$ cat src/rtl/uc_secuenciador.sv
// Sequenced control unit: opcode decode plus RUN/HALTED/ERROR sequencing with step and trap.
// Optional executed-instruction counter built only when UC_INSTR_CNT_EN is defined.
module uc_secuenciador #(
   parameter int START_RUN = 1,
   parameter int CNT_W     = 16
) (
   input  logic             clk,
   input  logic             reset,
   input  logic [5:0]       Opcode,
   input  logic             z,
   input  logic             run,
   input  logic             step,
   input  logic             clear_err,
   output logic             s_inc,
   output logic             s_inm,
   output logic             we3,
   output logic             wez,
   output logic [2:0]       Op,
   output logic             pc_en,
   output logic             halted,
   output logic             err,
   output logic [CNT_W-1:0] instr_count
);

   typedef enum logic [1:0] {
      S_RUN,
      S_HALTED,
      S_ERROR
   } state_t;

   typedef enum logic [2:0] {
      C_ALU  = 3'b000,
      C_LI   = 3'b001,
      C_J    = 3'b010,
      C_JZ   = 3'b011,
      C_JNZ  = 3'b100,
      C_NOP  = 3'b101,
      C_HALT = 3'b110,
      C_ILL  = 3'b111
   } iclass_t;

   localparam state_t RESET_STATE = (START_RUN != 0) ? S_RUN : S_HALTED;

   state_t     state;
   state_t     state_n;
   logic       run_d;
   logic       step_d;
   logic       run_edge;
   logic       step_edge;
   logic       legal;
   logic       is_halt;
   logic       exec;
   iclass_t    cls;

   logic       d_s_inc;
   logic       d_s_inm;
   logic       d_we3;
   logic       d_wez;
   logic [2:0] d_op;

   assign cls       = iclass_t'(Opcode[5:3]);
   assign legal     = (cls != C_ILL);
   assign is_halt   = (cls == C_HALT);
   assign run_edge  = run & ~run_d;
   assign step_edge = step & ~step_d;

   // A step edge arriving with a run edge is dropped; the run edge only resumes.
   assign exec = legal &
                 (((state == S_RUN) && run) ||
                  ((state == S_HALTED) && step_edge && !run_edge));

   // Pure opcode decode, independent of sequencing state.
   always_comb begin
      // NOTE: every combinational output gets a default first so no latch is inferred.
      d_s_inc = 1'b1;
      d_s_inm = 1'b0;
      d_we3   = 1'b0;
      d_wez   = 1'b0;
      d_op    = 3'b000;
      case (cls)
         C_ALU: begin
            d_op  = Opcode[2:0];
            d_we3 = 1'b1;
            d_wez = 1'b1;
         end
         C_LI: begin
            d_s_inm = 1'b1;
            d_we3   = 1'b1;
         end
         C_J:     d_s_inc = 1'b0;
         C_JZ:    d_s_inc = ~z;
         C_JNZ:   d_s_inc = z;
         default: d_s_inc = 1'b1;
      endcase
   end

   // State register and edge-detector history.
   always_ff @(posedge clk) begin
      // NOTE: sequential state uses non-blocking assignments so all registers update together.
      if (reset) begin
         state  <= RESET_STATE;
         run_d  <= 1'b1;
         step_d <= 1'b1;
      end else begin
         state  <= state_n;
         run_d  <= run;
         step_d <= step;
      end
   end

   always_comb begin
      state_n = state;
      case (state)
         S_RUN: begin
            if (!run)
               state_n = S_HALTED;
            else if (!legal)
               state_n = S_ERROR;
            else if (is_halt)
               state_n = S_HALTED;
         end
         S_HALTED: begin
            if (run_edge)
               state_n = S_RUN;
            else if (step_edge && !legal)
               state_n = S_ERROR;
         end
         S_ERROR: begin
            if (clear_err)
               state_n = S_HALTED;
         end
         default: state_n = RESET_STATE;
      endcase
   end

   // Steering lines always show the decode; only the write/PC enables are gated.
   always_comb begin
      s_inc  = d_s_inc;
      s_inm  = d_s_inm;
      Op     = d_op;
      we3    = exec & d_we3;
      wez    = exec & d_wez;
      pc_en  = exec;
      halted = (state == S_HALTED);
      err    = (state == S_ERROR);
   end

`ifdef UC_INSTR_CNT_EN
   localparam logic [CNT_W-1:0] CNT_ONE = {{(CNT_W-1){1'b0}}, 1'b1};

   logic [CNT_W-1:0] count_q;

   // Saturating count of executed instructions.
   always_ff @(posedge clk) begin
      if (reset)
         count_q <= '0;
      else if (exec && (count_q != '1))
         count_q <= count_q + CNT_ONE;
   end

   assign instr_count = count_q;
`else
   assign instr_count = '0;
`endif

endmodule
$ cat config.mk
export PLATFORM = sky130hd
export DESIGN_NAME = uc_secuenciador
export DESIGN_NICKNAME = d
export VERILOG_FILES = /design/src/rtl/uc_secuenciador.sv
export SDC_FILE = /design/constraint.sdc
export NUM_CORES = 1
export LEC_CHECK = 0
export ABC_CLOCK_PERIOD_IN_PS = 2400
export BUFFER_PORTS_ARGS = -buffer_cell sky130_fd_sc_hd__buf_4
export CORE_AREA = 2 2 39 41
export DETAILED_ROUTE_END_ITERATION = 8
export DIE_AREA = 0 0 41 43
export PLACE_DENSITY = 0.73
export SYNTH_ARGS = -nofsm -noshare
export SYNTH_HDL_FRONTEND = slang
export SYNTH_SLANG_ARGS = --single-unit
$ cat constraint.sdc
create_clock -name clk -period 2.4 [get_ports clk]
set_input_delay 0.36 -clock clk [delete_from_list [all_inputs] [get_ports clk]]
set_output_delay 0.36 -clock clk [all_outputs]
set_load 0.005 [all_outputs]
* Yosys cells after proc, flatten, opt, wreduce, memory -nomap -nowiden
Index checks and enable logic that the tools add are counted.
Word-level totals: register bits after elaboration 4, input bits 12, output and inout bits 26, word-level logic and storage cells 45
Operators by class: equal/unequal tests 11, muxes and demuxes 12, bitwise logic cells 8, reduce and logical (&&, ||, !) cells 11
Operator list (number):
- two-way mux 2 bit | 6
- == test 3 x 2 -> 1 bit, second input constant | 2
- == test 3 bit, second input constant | 2
- case mux 2 bit (3 select lines) | 1
- bitwise AND 1 bit | 5
- logical AND 1 bit | 4
- inequality test 4 bit, second input constant | 1
- == test 3 x 1 -> 1 bit, second input constant | 1
- logical NOT 3 bit | 1
- two-way mux 1 bit | 3
- two-way mux 3 bit | 1
- inequality test 3 x 1 -> 1 bit, second input constant | 1
- inequality test 3 bit, second input constant | 1
- NOT 1 bit | 3
- case mux 1 bit (3 select lines) | 1
- AND reduction 3 bit | 1
- == test 2 x 1 -> 1 bit, second input constant | 1
- == test 2 bit, second input constant | 1
- logical NOT 1 bit | 2
- logical NOT 2 bit | 1
- inequality test 2 bit, second input constant | 1
- OR reduction 2 bit | 1
- logical OR 1 bit | 1

* Longest topological paths before layout
depth in word-level cells 7, depth in mapped cells 4, gate-level depth less buffers 4

* Least setup slack after synthesis
No wires, ideal clock.
path type in2out, start in run, end out we3, arrival 0.960 ns, required time 2.040 ns, setup slack 1.080 ns, cell stages on the path 4, buffers on the path 0, path through nand2b_1 nand4b_1 a21oi_1 nor3b_1
Between the ends: word-level cells in the longest chain between the ends 6, elaborated cells between the ends (all ways) 7, those cells by class bitwise: 3; reduce/logical: 4
Ends and longest elaborated chain:
- from (decl) | line 11 | input logic run,
- bitwise AND 1 bit | line 64 | assign run_edge = run & ~run_d;
- logical NOT 1 bit | line 70 | ((state == S_HALTED) && step_edge && !run_edge));
- logical AND 1 bit | line 70
- logical OR 1 bit * | line 69 | (((state == S_RUN) && run) ||
- bitwise AND 1 bit * | line 68 | assign exec = legal &
- bitwise AND 1 bit * | line 141 | we3 = exec & d_we3;
- to (decl) | line 16 | output logic we3,
Every way passes the cells marked *; elsewhere a longest branch is shown, timed or not.

* Final worst setup path
start reg state[0], end out we3
Between the ends: word-level cells in the longest chain between the ends 6, elaborated cells between the ends (all ways) 8, those cells by class eq/ne: 1; bitwise: 2; reduce/logical: 5
Ends and longest elaborated chain:
- from (decl) | line 44 | state_t state;
- from (signal assigned) | line 105 | state <= state_n;
- == test 2 x 1 -> 1 bit | line 70
- logical AND 1 bit (2 in series) | line 70
- logical OR 1 bit * | line 69
- bitwise AND 1 bit * | line 68
- bitwise AND 1 bit * | line 141
Marked as above.

==> flow_metrics.env <==
export IMPL_drive_above_1_share_pct=36.7
export IMPL_grt_max_degree=9
export IMPL_crit_buf_inv=1
export IMPL_worstPathArrival_ns=1.34
export IMPL_postCtsSetupBuffers=0
export IMPL_power_internal_mw=0.187
export IMPL_synth_avg_cell_area_sq_um=7.82
export IMPL_grt_pass1_vias=360
export IMPL_switchingPower_mw=0.0802
export IMPL_syn_cell_area_sq_um=438
export IMPL_synthArstFlopShare_pct=0
export IMPL_grt_pass1_wl_um=1310
export IMPL_drtIter0Drc=3
export IMPL_combPwrFrac_pct=36.7
export IMPL_grt_usage_pct=10.9
export IMPL_initial_core_util_pct=31.6
export IMPL_die_w_um=41
export IMPL_hpwl_um=731
export IMPL_core_sq_mm=0.00138
export IMPL_tns_ns=0
export IMPL_power_leakage_nw=0.286
export IMPL_ys_flop_type="dfxtp_1"
export IMPL_wl_per_cell_um=9.38
export IMPL_power_share_clock_pct=31.2
export IMPL_ioPinCount=38
export IMPL_cts_buffers=3
export IMPL_finalSetupViolations=0
export IMPL_io_buffers=21
export IMPL_final_setup_worst_slack_ns=0.703
export IMPL_grt_ovfl_total=0
export IMPL_skew_ns=0.000903
export IMPL_max_freq_ghz=0.589
export IMPL_p_total_mw=0.267
export IMPL_p_per_area_mw_per_mm2=464
export IMPL_cts_tree="done"
export IMPL_ys_warn_count=0
export IMPL_ys_ff_latch=4
export IMPL_synthDistinctLibCells=26
export IMPL_ir_drop_mv=0.137
export IMPL_synth_enable_flop_cells=0
export IMPL_clk_latency_ns=0.23
export IMPL_end_kind="output pin"
export IMPL_antenna_cells=0
export IMPL_antenna_found_initial=0
export IMPL_final_hold_viol_count=0
export IMPL_areaGrowthSynthToFinish_pct=31.1
export IMPL_path_delay_family="flip-flops"
export IMPL_vias=404
export IMPL_dp_slack_ns=0.804
export IMPL_clk_pin_slew_worst_paths_ns=0.04
export IMPL_period_needed_ns=1.70
export IMPL_rsz0062_at_grt="no"
export IMPL_ctsHoldBuffers=0
export IMPL_die_area_sq_mm=0.00176
export IMPL_ant_nets=0
export IMPL_syn_inst=56
export IMPL_path_max_fanout=8
export IMPL_swShare_pct=30.1
export IMPL_drc=0
export IMPL_status="completed"
export IMPL_worstSetupPathType="flop to output pin"
export IMPL_slew_violations=0
export IMPL_required_ns=2.04
export IMPL_crit_chain="nand4b_1, a21oi_1, nor3b_1, buf_4"
export IMPL_die_h_um=43
export IMPL_fin_util_pct=41.5
export IMPL_finish_net_count=93
export IMPL_crit_slowest_cell="dfxtp_1"
export IMPL_clock_sinks=4
export IMPL_rows=14
export IMPL_root_buffer="clkbuf_4"
export IMPL_seqPwrFrac_pct=32.0
export IMPL_timing_final_crit_share_pct=70.7
export IMPL_clockBufferDepth=2
export IMPL_drv_cap=0
export IMPL_via_per_inst=4.25
export IMPL_ys_seq_area_share_pct=18.3
export IMPL_gp_congestion=0.639
export IMPL_slowest_delay_ns=0.44
export IMPL_critPathLaunchType="flop"
export IMPL_htreeDepth=1
export IMPL_cts_repair_resized=0
export IMPL_hold_path_class="input port to flop"
export IMPL_drt_pass1_iter_count=2
export IMPL_drt_total_wl_um=891
## power by group through the flow
stage	Clock, mW	Combinational (mW)	Sequential [mW]
after CTS	0.0888	0.0989	0.0854
after detailed placement	0	0.0992	0.0856
after global routing	0.0912	0.110	0.0868
final	0.0833	0.0980	0.0854
after floorplan	0	0.0730	0.0822
after global placement	0	0.0970	0.0860
## state kept, by name (all words and copies together), names as in the netlist
| signal | cells |
|---|---|
| step_d | 1 |
| run_d | 1 |
| state | 2 |
## synth_stat cells, drive strengths merged, types with 2 or more instances
| cell type | instances | area share, % |
|---|---|---|
| nor2 | 3 | 2.6 |
| nand2b | 3 | 4.3 |
| inv | 2 | 1.7 |
| and2 | 6 | 8.9 |
| nor3b | 3 | 5.1 |
| dfxtp | 4 | 18 |
| or2 | 3 | 4.3 |
| buf | 16 | 27 |
## stage by stage
stage               instance area [sq um]  hold WS (ns)  std cells
floorplan                             494         0.432         71
global placement                      552         0.549         92
detailed placement                    552         0.554         92
CTS                                   574         0.300         95
global route                          574         0.304         95
finish                                574         0.310         95
## path summary, 6_finish.rpt
check	from	endpoint	slack [ns]	cells after the start
max	state[0]$_SDFFE_PP0P_	we3	0.70	4
min	reset	state[1]$_SDFFE_PP0P_	0.31	2
max reg2reg	state[1]$_SDFFE_PP0P_	state[1]$_SDFFE_PP0P_	1.14	4
min reg2reg	step_d$_SDFF_PP1_	state[1]$_SDFFE_PP0P_	0.66	3
## worst register-to-register path, stage by stage (launching register included)
cell and delay [ns]:
dfxtp_1 0.34, nand2b_1 0.19, o22a_1 0.18, or2_1 0.22, a311oi_1 0.24
## per-layer routing
layer | vias up | GRT usage, % | routed length (um)
met5 | - | 0 | 0
met4 | 0 | 10.0 | 0
met3 | 0 | 0.524 | 90
met2 | 22 | 18.1 | 449
met1 | 178 | 11.2 | 351
li1 | 204 | - | -
## cell families (layout without fill, tap and decap cells)
group / count (synthesis) / count (layout) / share of synthesized area [%]
other: 1 / 16 / 0.856
and+or+nand+nor: 26 / 26 / 38.0
DFF: 4 / 4 / 18.3
buffers and inverters: 18 / 26 / 29.1
AOI/OAI and AO/OA: 7 / 7 / 13.7
## cells in the final DEF (no fill, tap or decap), types with 2 or more instances in the layout
master | netlist | routed
and2_1 | 5 | 5
buf_4 | 16 | 21
clkbuf_4 | 0 | 3
conb_1 | 1 | 16
dfxtp_1 | 4 | 4
inv_1 | 2 | 2
nand2b_1 | 3 | 3
nor2_1 | 3 | 3
nor3b_1 | 3 | 3
or2_2 | 2 | 2
## layout make-up
type | instances | area [sq um]
timing repair buffer | 21 | 158
multi-input combinational | 49 | 287
inverter | 2 | 7.51
sequential | 4 | 80.1
fill | 171 | 810
clock buffer | 3 | 22.5
tap | 16 | 20.0
(Power assumes the default switching activity.)
